[src/rtl/speed_sequencer_pkg.sv]
// Shared types and constants for the speed sequencer and its level counter.
// State encoding is fixed so it can be probed and displayed consistently.
package speed_sequencer_pkg;

    typedef enum logic [1:0] {
        ST_IDLE   = 2'd0,
        ST_RUN    = 2'd1,
        ST_PAUSED = 2'd2,
        ST_OVER   = 2'd3
    } state_t;

    localparam int SPEED_W = 2;
    localparam logic [SPEED_W-1:0] SPEED_CEIL = 2'd3;

    // Out-of-range parameter values are pinned to the hardware ceiling.
    function automatic logic [SPEED_W-1:0] clamp_speed(input int value);
        if (value < 0) begin
            return '0;
        end else if (value > int'(SPEED_CEIL)) begin
            return SPEED_CEIL;
        end else begin
            return SPEED_W'(value);
        end
    endfunction

endpackage

[src/rtl/speed_sequencer_level_counter.sv]
// Step counter and speed register: every STEPS_PER_LEVEL accepted steps the
// speed rises by one until it reaches i_max; o_level_up strobes on each raise.
module speed_sequencer_level_counter
    import speed_sequencer_pkg::*;
#(
    parameter int STEPS_PER_LEVEL = 16,
    parameter int START_SPEED     = 0
) (
    input  logic               i_clk,
    input  logic               i_rst_n,
    input  logic               i_inc,
    input  logic               i_load,
    input  logic [SPEED_W-1:0] i_max,
    output logic [SPEED_W-1:0] o_speed,
    output logic               o_level_up
);

    localparam logic [7:0]         LAST_STEP = 8'(STEPS_PER_LEVEL - 1);
    localparam logic [SPEED_W-1:0] START_VAL = clamp_speed(START_SPEED);

    logic [7:0]         r_step_count;
    logic [SPEED_W-1:0] r_speed;
    logic               r_level_up;
    logic               w_wrap;
    logic               w_can_raise;

    assign w_wrap      = (r_step_count == LAST_STEP);
    assign w_can_raise = (r_speed < i_max);

    always_ff @(posedge i_clk or negedge i_rst_n) begin
        if (!i_rst_n) begin
            r_step_count <= 8'd0;
            r_speed      <= START_VAL;
            r_level_up   <= 1'b0;
        end else begin
            r_level_up <= 1'b0;
            if (i_load) begin
                r_step_count <= 8'd0;
                r_speed      <= START_VAL;
            end else if (i_inc) begin
                if (w_wrap) begin
                    r_step_count <= 8'd0;
                    // At the ceiling the level boundary passes silently.
                    if (w_can_raise) begin
                        r_speed    <= r_speed + 1'b1;
                        r_level_up <= 1'b1;
                    end
                end else begin
                    r_step_count <= r_step_count + 8'd1;
                end
            end
        end
    end

    assign o_speed    = r_speed;
    assign o_level_up = r_level_up;

endmodule

[src/rtl/speed_sequencer.sv]
// Game speed sequencer: run/pause/over FSM gating the variable timer, turning
// its timeouts into registered step strobes and raising speed over time.
//
// state     | meaning
// ----------+-------------------------------------------------------------
// ST_IDLE   | after reset, waiting for the first GameStart
// ST_RUN    | timer enabled, timeouts become steps
// ST_PAUSED | timer held, speed and step count frozen
// ST_OVER   | game ended, speed kept for display, waits for GameStart
module speed_sequencer
    import speed_sequencer_pkg::*;
#(
    parameter int STEPS_PER_LEVEL = 16,
    parameter int START_SPEED     = 0,
    parameter int MAX_SPEED       = 3
) (
    input  logic               Clk,
    input  logic               Rst,
    input  logic               GameStart,
    input  logic               Pause,
    input  logic               GameOver,
    input  logic               TimeoutPulse,
    output logic               VarTimerEnable,
    output logic [SPEED_W-1:0] Speed,
    output logic               StepPulse,
    output logic               LevelUp,
    output logic               Running
);

    localparam logic [SPEED_W-1:0] MAX_VAL = clamp_speed(MAX_SPEED);

    state_t r_state;
    state_t w_next;
    logic   w_load;
    logic   w_accept;
    logic   r_enable;
    logic   r_running;
    logic   r_step;

    always_comb begin
        w_next   = r_state;
        w_load   = 1'b0;
        w_accept = 1'b0;
        case (r_state)
            ST_IDLE: begin
                if (GameStart) begin
                    w_next = ST_RUN;
                    w_load = 1'b1;
                end
            end
            ST_RUN: begin
                if (GameOver) begin
                    w_next = ST_OVER;
                end else if (GameStart) begin
                    w_next = ST_RUN;
                    w_load = 1'b1;
                end else if (Pause) begin
                    w_next = ST_PAUSED;
                end else if (TimeoutPulse) begin
                    w_accept = 1'b1;
                end
            end
            ST_PAUSED: begin
                if (GameOver) begin
                    w_next = ST_OVER;
                end else if (GameStart) begin
                    w_next = ST_RUN;
                    w_load = 1'b1;
                end else if (!Pause) begin
                    w_next = ST_RUN;
                end
            end
            ST_OVER: begin
                if (GameStart) begin
                    w_next = ST_RUN;
                    w_load = 1'b1;
                end
            end
            default: begin
                w_next = ST_IDLE;
            end
        endcase
    end

    always_ff @(posedge Clk or negedge Rst) begin
        if (!Rst) begin
            r_state   <= ST_IDLE;
            r_enable  <= 1'b0;
            r_running <= 1'b0;
            r_step    <= 1'b0;
        end else begin
            r_state   <= w_next;
            r_enable  <= (w_next == ST_RUN);
            r_running <= (w_next == ST_RUN);
            r_step    <= w_accept;
        end
    end

    speed_sequencer_level_counter #(
        .STEPS_PER_LEVEL (STEPS_PER_LEVEL),
        .START_SPEED     (START_SPEED)
    ) u_level_counter (
        .i_clk      (Clk),
        .i_rst_n    (Rst),
        .i_inc      (w_accept),
        .i_load     (w_load),
        .i_max      (MAX_VAL),
        .o_speed    (Speed),
        .o_level_up (LevelUp)
    );

    assign VarTimerEnable = r_enable;
    assign Running        = r_running;
    assign StepPulse      = r_step;

endmodule

[config.mk]
export PLATFORM = sky130hd
export DESIGN_NAME = speed_sequencer
export DESIGN_NICKNAME = d
export VERILOG_FILES = /design/src/rtl/speed_sequencer_pkg.sv /design/src/rtl/speed_sequencer_level_counter.sv /design/src/rtl/speed_sequencer.sv
export SDC_FILE = /design/constraint.sdc
export NUM_CORES = 1
export LEC_CHECK = 0
export ABC_AREA = 1
export BUFFER_PORTS_ARGS = -buffer_cell sky130_fd_sc_hd__buf_4
export CORE_MARGIN = 5
export CORE_UTILIZATION = 45
export DETAILED_ROUTE_END_ITERATION = 8
export MAX_ROUTING_LAYER = met4
export PLACE_DENSITY = 0.67
export SLEW_MARGIN = 10
export SYNTH_ARGS = -nofsm -noshare
export SYNTH_HDL_FRONTEND = slang
export SYNTH_SLANG_ARGS = --single-unit
[constraint.sdc]
create_clock -name Clk -period 1.3 [get_ports Clk]
set_input_delay 0.195 -clock Clk [delete_from_list [all_inputs] [get_ports Clk]]
set_output_delay 0.195 -clock Clk [all_outputs]
set_load 0.05 [all_outputs]
# --- Word level (Yosys, flattened, before mapping) ---
# Index checks and enable logic that the tools add are counted.
totals:
  output_inout_bits: 6
  reg_bits: 15
  wordCells: 48
op_classes:
  reduce_logical: 7
  n_mux: 27
  addsub: 2
  magnitude_cmp: 1
  n_eq_ne: 5
ops:
  columns: ["operator", "count"]
  rows:
  - ["$mux W8", 3]
  - ["$mux W2", 11]
  - ["$mux W1", 11]
  - ["$add A8 B1 Y8 const B", 1]
  - ["$eq A8 B4 Y1 const B", 1]
  - ["$pmux W2 S3", 1]
  - ["$reduce_bool A2 Y1", 3]
  - ["$eq A2 B1 Y1 const B", 2]
  - ["$eq A2 B2 Y1 const B", 2]
  - ["$reduce_or A2 Y1", 2]
  - ["$reduce_and A3 Y1", 1]
  - ["$add A2 B1 Y2 const B", 1]
  - ["$logic_not A2 Y1", 1]
  - ["$lt A2 B2 Y1 const B", 1]
  - ["$pmux W1 S2", 1]

# --- Logic depth before layout (Yosys ltp) ---
logic_depth:
  word_depth: 7
  mapped_depth: 8
  mapped_depth_nobuf: 8

# --- Cells and area by module ---
# From an unflattened synthesis, not the netlist that was laid out.
hier_totals:
  hier_cells: 129
  hier_area_um2: 939.7
by_module_without_submodules:
  columns: ["module", "cells_per_inst", "area_each_um2", "instances", "seq_area_each_um2"]
  rows:
  - ["speed_sequencer_level_counter", 90, 664.4, 1, 275.3]
  - ["speed_sequencer", 39, 275.3, 1, 100.1]

# --- Worst setup path after synthesis ---
# No wires, ideal clock.
synth_path:
  path_kind: "register to register"
  start: "reg r_state[0]"
  end: "reg u_level_counter.r_step_count[3]"
  t_required_ps: 1235
  arrival_time_ps: 1290
  stages_incl_launch_ff: 8
  slack_ps: -55
  setup_ps: 65
  n_path_buf: 0
  path_cell_list: "dfrtp_1 > inv_1 > ha_1 > o21ai_2 > nand2_2 > inv_2 > nand2_1 > nand2_1"
synth_via:
  elab_chain_len: 4
  elab_cells_between_ends: 10
synth_rtl:
  columns: ["item", "line_no", "rtl"]
  rows:
  - ["from (decl)", "speed_sequencer.sv:32", "state_t r_state;"]
  - ["from (signal assigned)", "speed_sequencer.sv:92", "r_state <= w_next;"]
  - ["$eq A2 B2 Y1 (tied with other cells)", "speed_sequencer.sv:44", "case (r_state)"]
  - ["$reduce_or A2 Y1 (no line)", null, null]
  - ["$pmux W1 S2", "speed_sequencer.sv:44", null]
  - ["$mux W8 / $reduce_bool A2 Y1 (equally long branches)", null, null]
  - ["to (signal assigned)", "speed_sequencer_level_counter.sv:49", "r_step_count <= r_step_count + 8'd1;"]
  - ["to (decl)", "speed_sequencer_level_counter.sv:21", "logic [7:0] r_step_count;"]
# Parallel ways exist; a longest one is shown, timed or not.
# A chain may end at the register's enable or synchronous reset.

# --- Worst setup path after layout ---
layout_path:
  start: "reg r_state[0]"
  end: "reg r_running (netlist: Running)"
layout_via:
  elab_chain_len: 5
  elab_cells_between_ends: 14
layout_rtl:
  columns: ["item", "line_no", "rtl"]
  rows:
  - ["$mux W2 (on tied branches)", "speed_sequencer.sv:69, speed_sequencer.sv:57", null]
  - ["$mux W2 (on tied branches)", "speed_sequencer.sv:66, speed_sequencer.sv:54", null]
  - ["$mux W2 (on tied branches)", "speed_sequencer.sv:64, speed_sequencer.sv:52", null]
  - ["$pmux W2 S3 *", "speed_sequencer.sv:44", null]
  - ["$eq A2 B1 Y1 *", "speed_sequencer.sv:94", "r_running <= (w_next == ST_RUN);"]
  - ["to (signal assigned)", "speed_sequencer.sv:94", null]
  - ["to (decl)", "speed_sequencer.sv:37", "logic r_running;"]
# Mark *: on every way between the ends. The rest lies on a longest branch, timed or not.

==> results.md <==
- The timing startpoint of the critical path is r_state[0].
- The via count of the first global-routing pass came to 773.
- The final layout net count is 151.
- The total area of sequential cells is 377 µm².
- The number of antenna violations at the first check in global routing is 0.
- The detailed router finished its first iteration with 15 violations.
- The startpoint identified for the worst hold timing path is Pause.
- In this run the critical register-to-register path is launched from r_state[0].
- The wire length per cell after detailed routing is 11.4 µm.
- The worst setup path category is flip-flop to flip-flop.
- After clock tree synthesis, the setup repair step added 0 buffers.
- At the worst endpoint, the required time is 1.47 ns.
- The number of filler instances in the final layout is 164.
- The number of antenna cells inserted is 0.
- The floorplan step set the die width to 54.2 µm.
- The post-route non-filler standard cell count is 167.
- VDD sags by at most 1650 µV.
- The detailed-route vias per instance is 4.89.
- The share of post-route cells with drive strength above 1 is 28.6%.
- The cell area after synthesis is 877 µm².
- The placement row count is 16.
- Across all layers, the routed design uses 816 vias.
- The post-CTS clock slew at the launch and capture registers of the worst setup and hold paths is 0.08 ns.
- The first-pass GRT wire length is 3.31 mm.
- The final reports fail on setup timing.
- Entering global routing, the biggest net connects 16 pins.
- The share of the synthesized area in the top cell type is 42.8%.
- The flip-flop and latch count after synthesis is 15.
- The number of different library cells used by synthesis comes to 20.
- Setup violations remaining at the end of the flow were counted as 2.
- In this run the power density over the cells is 1470 nW/µm².
- The total routing resource utilization after global routing is 16.0%.
- Counting the buffers created by CTS gives 3.
- Summed over all instances, the cell type with the most area after synthesis is sky130_fd_sc_hd__dfrtp_1.
- The post-synthesis average cell area is 7.56 µm².
- The later pin in the worst-skew pair is clocked with a latency of 0.28 ns.
- On the final layout, the worst clock skew is 0.00633 ns.
- The peak fanout along the critical path is 4.
- The effective utilization at floorplan is 46.1%.
- Yosys printed 0 warnings.
- The signal arrival time at the worst endpoint is 1.53 ns.
- The post-route antenna net violation count is 0.
- The minimum clock period is 1.36 ns.
- Before CTS, the worst setup slack after placement is -0.0965 ns.
- The net count after synthesis is 126.
- Summed over all nets, the half-perimeter wirelength after detailed placement is 1.40 mm.
- The overall routed net length is 1.90 mm.
- The die footprint is 2930 µm².
- The run finished, with violations left.
- The post-synthesis sequential area ratio is 42.8%.
- Measured against its own limit, the worst slew margin works out to 86.3%.
- The path class of the tightest hold or removal check is primary input to flip-flop.
- In this run, placement finished with an instance count of 162.
- Based on the critical path, the design can be clocked at up to 734 MHz.
- The buffer levels on the longest clock path is 2.
- The multi-input combinational cells in the finished layout cover a total of 485 µm².
- After floorplanning, the core was sized to cover 1900 µm².
- STA classifies the critical path startpoint as a flip-flop.
- Synthesis handed over a netlist of 116 instances.
- At the end of routability-driven placement, the weighted congestion stood at 0.827.
- The number of endpoints with negative hold slack in the final report is 0.
- 12 I/O pins were placed.
- Summed over all cells, the static leakage comes to 0.587 nW.
- STA classifies the critical path endpoint as a flip-flop.
- The max-slew violation total from the final report came to 0.
- After global routing the overflow that remains totals 0.
- Setup repair after global routing could not meet its margin everywhere.
- By area the synthesized netlist is led by sky130_fd_sc_hd__dfrtp_1 (43%), sky130_fd_sc_hd__nand2_1 (16%), sky130_fd_sc_hd__nor2_1 (6.8%), sky130_fd_sc_hd__ha_1 (5.7%), sky130_fd_sc_hd__nand3_1 (5.1%).
- In the routed design, unresolved DRC markers number 0.
- The max-cap check violation count is 0.
- The overall die height is 54.2 µm.
- The first TritonRoute pass finished after 6 iterations.
- The number of levels in the clock H-tree is 1.
- At the pin with the least slew margin, the transition time is 0.204 ns.
- The root buffer cell chosen for the clock tree is sky130_fd_sc_hd__clkbuf_4.
- The share of the clock period used by the worst path after layout is 105%.
- The clock tree from TritonCTS is yes.
- Across all setup checks in the final design, the least slack found is -0.0620 ns.
- Relative to the synthesized area, the layout overhead comes to 29.2%.
- The number of clock sinks is 15.
- Input and output buffers added on the ports amount to 11.
-- state kept, by name, summed over array words and instances, names as in the netlist --
| register | flops |
|---|---|
| u_level_counter.o_level_up | 1 |
| u_level_counter.o_speed | 2 |
| Running | 1 |
| u_level_counter.r_step_count | 8 |
| r_state | 2 |
| StepPulse | 1 |
-- cells by family (layout without fill, tap and decap cells) --
logic type | after synthesis | count (layout) | synth area share [%]
xor+xnor | 2 | 2 | 2.00
buf+inv | 14 | 38 | 6.42
compound gates | 9 | 9 | 5.99
simple gates | 72 | 72 | 37.1
flops | 15 | 15 | 42.8
fa+ha+maj | 4 | 4 | 5.71
-- worst max-delay path, cell delays in order, from the launching register on --
cell                      delay [ns]
sky130_fd_sc_hd__dfrtp_2        0.45
sky130_fd_sc_hd__inv_2          0.09
sky130_fd_sc_hd__ha_4           0.22
sky130_fd_sc_hd__o22ai_1        0.19
sky130_fd_sc_hd__nand3_1        0.16
sky130_fd_sc_hd__nand2_2        0.10
sky130_fd_sc_hd__nor2_1         0.05
-- metrics by stage --
stage	setup TNS, ns	total power, W	utilization (%)	hold WS (ns)	cell area [µm²]
final	-0.105	0.00167	59.6	0.258	1130
after global routing	-0.718	0.00179	59.6	0.280	1130
after CTS	-0.0118	0.00160	58.6	0.252	1110
after detailed placement	-0.667	0.00126	55.8	0.0662	1060
after global placement	-0.430	0.00124	55.8	0.0640	1060
after floorplan	0	0.00104	-	-0.101	885
-- Yosys cell counts --
master                     number
sky130_fd_sc_hd__inv_2          1
sky130_fd_sc_hd__o21ai_0        2
sky130_fd_sc_hd__nand2_2        2
sky130_fd_sc_hd__nand4_1        3
sky130_fd_sc_hd__o21ai_1        2
sky130_fd_sc_hd__nor2_2         1
sky130_fd_sc_hd__ha_1           4
sky130_fd_sc_hd__nand3_1        9
sky130_fd_sc_hd__a21oi_1        2
sky130_fd_sc_hd__nand3_2        1
sky130_fd_sc_hd__o21ai_2        1
sky130_fd_sc_hd__buf_4          1
sky130_fd_sc_hd__o211ai_1       1
sky130_fd_sc_hd__nor2_4         3
sky130_fd_sc_hd__xor2_1         2
sky130_fd_sc_hd__nand2_1       37
sky130_fd_sc_hd__nor2_1        16
sky130_fd_sc_hd__o22ai_1        1
sky130_fd_sc_hd__dfrtp_1       15
sky130_fd_sc_hd__inv_1         12
-- final cells by class --
cell class	instances	area share (%)
Clock buffer	4	2.32
Inverter	13	4.53
Multi-Input combinational cell	87	42.8
Sequential cell	15	33.2
Tap cell	27	2.98
Timing Repair Buffer	21	14.1
-- report_power, final --
part | switching, W | internal (W)
logic | 0.000494 | 0.000330
clock network | 0.000148 | 0.000119
registers | 0.0000542 | 0.000526
total | 0.000696 | 0.000975
-- layer usage --
| layer | up-vias | part of all wire (%) | global-route usage [%] |
|---|---|---|---|
| met5 | - | 0 | - |
| met4 | 0 | 2.1 | 6.22 |
| met3 | 4 | 2.9 | 1.66 |
| met2 | 23 | 50 | 27.3 |
| met1 | 373 | 45 | 19.0 |
| li1 | 416 | - | - |
-- final timing paths --
| check | endpoint | slack, ns | depth (start not counted) |
|---|---|---|---|
| max | Running | -0.06 | 6 |
| min | r_state[0] | 0.26 | 4 |
| max reg2reg | Running | -0.06 | 6 |
| min reg2reg | u_level_counter.r_step_count[7] | 0.55 | 2 |
| max in group asynchronous | r_state[0] | 0.80 | 2 |
| min in group asynchronous | u_level_counter.r_step_count[2] | 0.30 | 2 |
-- cell usage in the layout, fill, tap and decap left out, types with 3 or more instances in the layout --
cell	instances
sky130_fd_sc_hd__nand2_1	36
sky130_fd_sc_hd__nor2_1	14
sky130_fd_sc_hd__inv_1	10
sky130_fd_sc_hd__nand4_1	3
sky130_fd_sc_hd__dfrtp_1	14
sky130_fd_sc_hd__nand3_1	9
sky130_fd_sc_hd__nor2_2	3
sky130_fd_sc_hd__nor2_4	3
sky130_fd_sc_hd__clkbuf_4	3
sky130_fd_sc_hd__nand2_2	3
sky130_fd_sc_hd__buf_4	20
-- timing repair --
action                                  CTS  global route
hold buffers                              1             0
endpoints found under the hold margin    15             0
gates resized for setup                   5             5
pin swaps                                 1             4
endpoints found under the setup margin   12            12
Note: power is estimated with default switching activity, not from simulation.
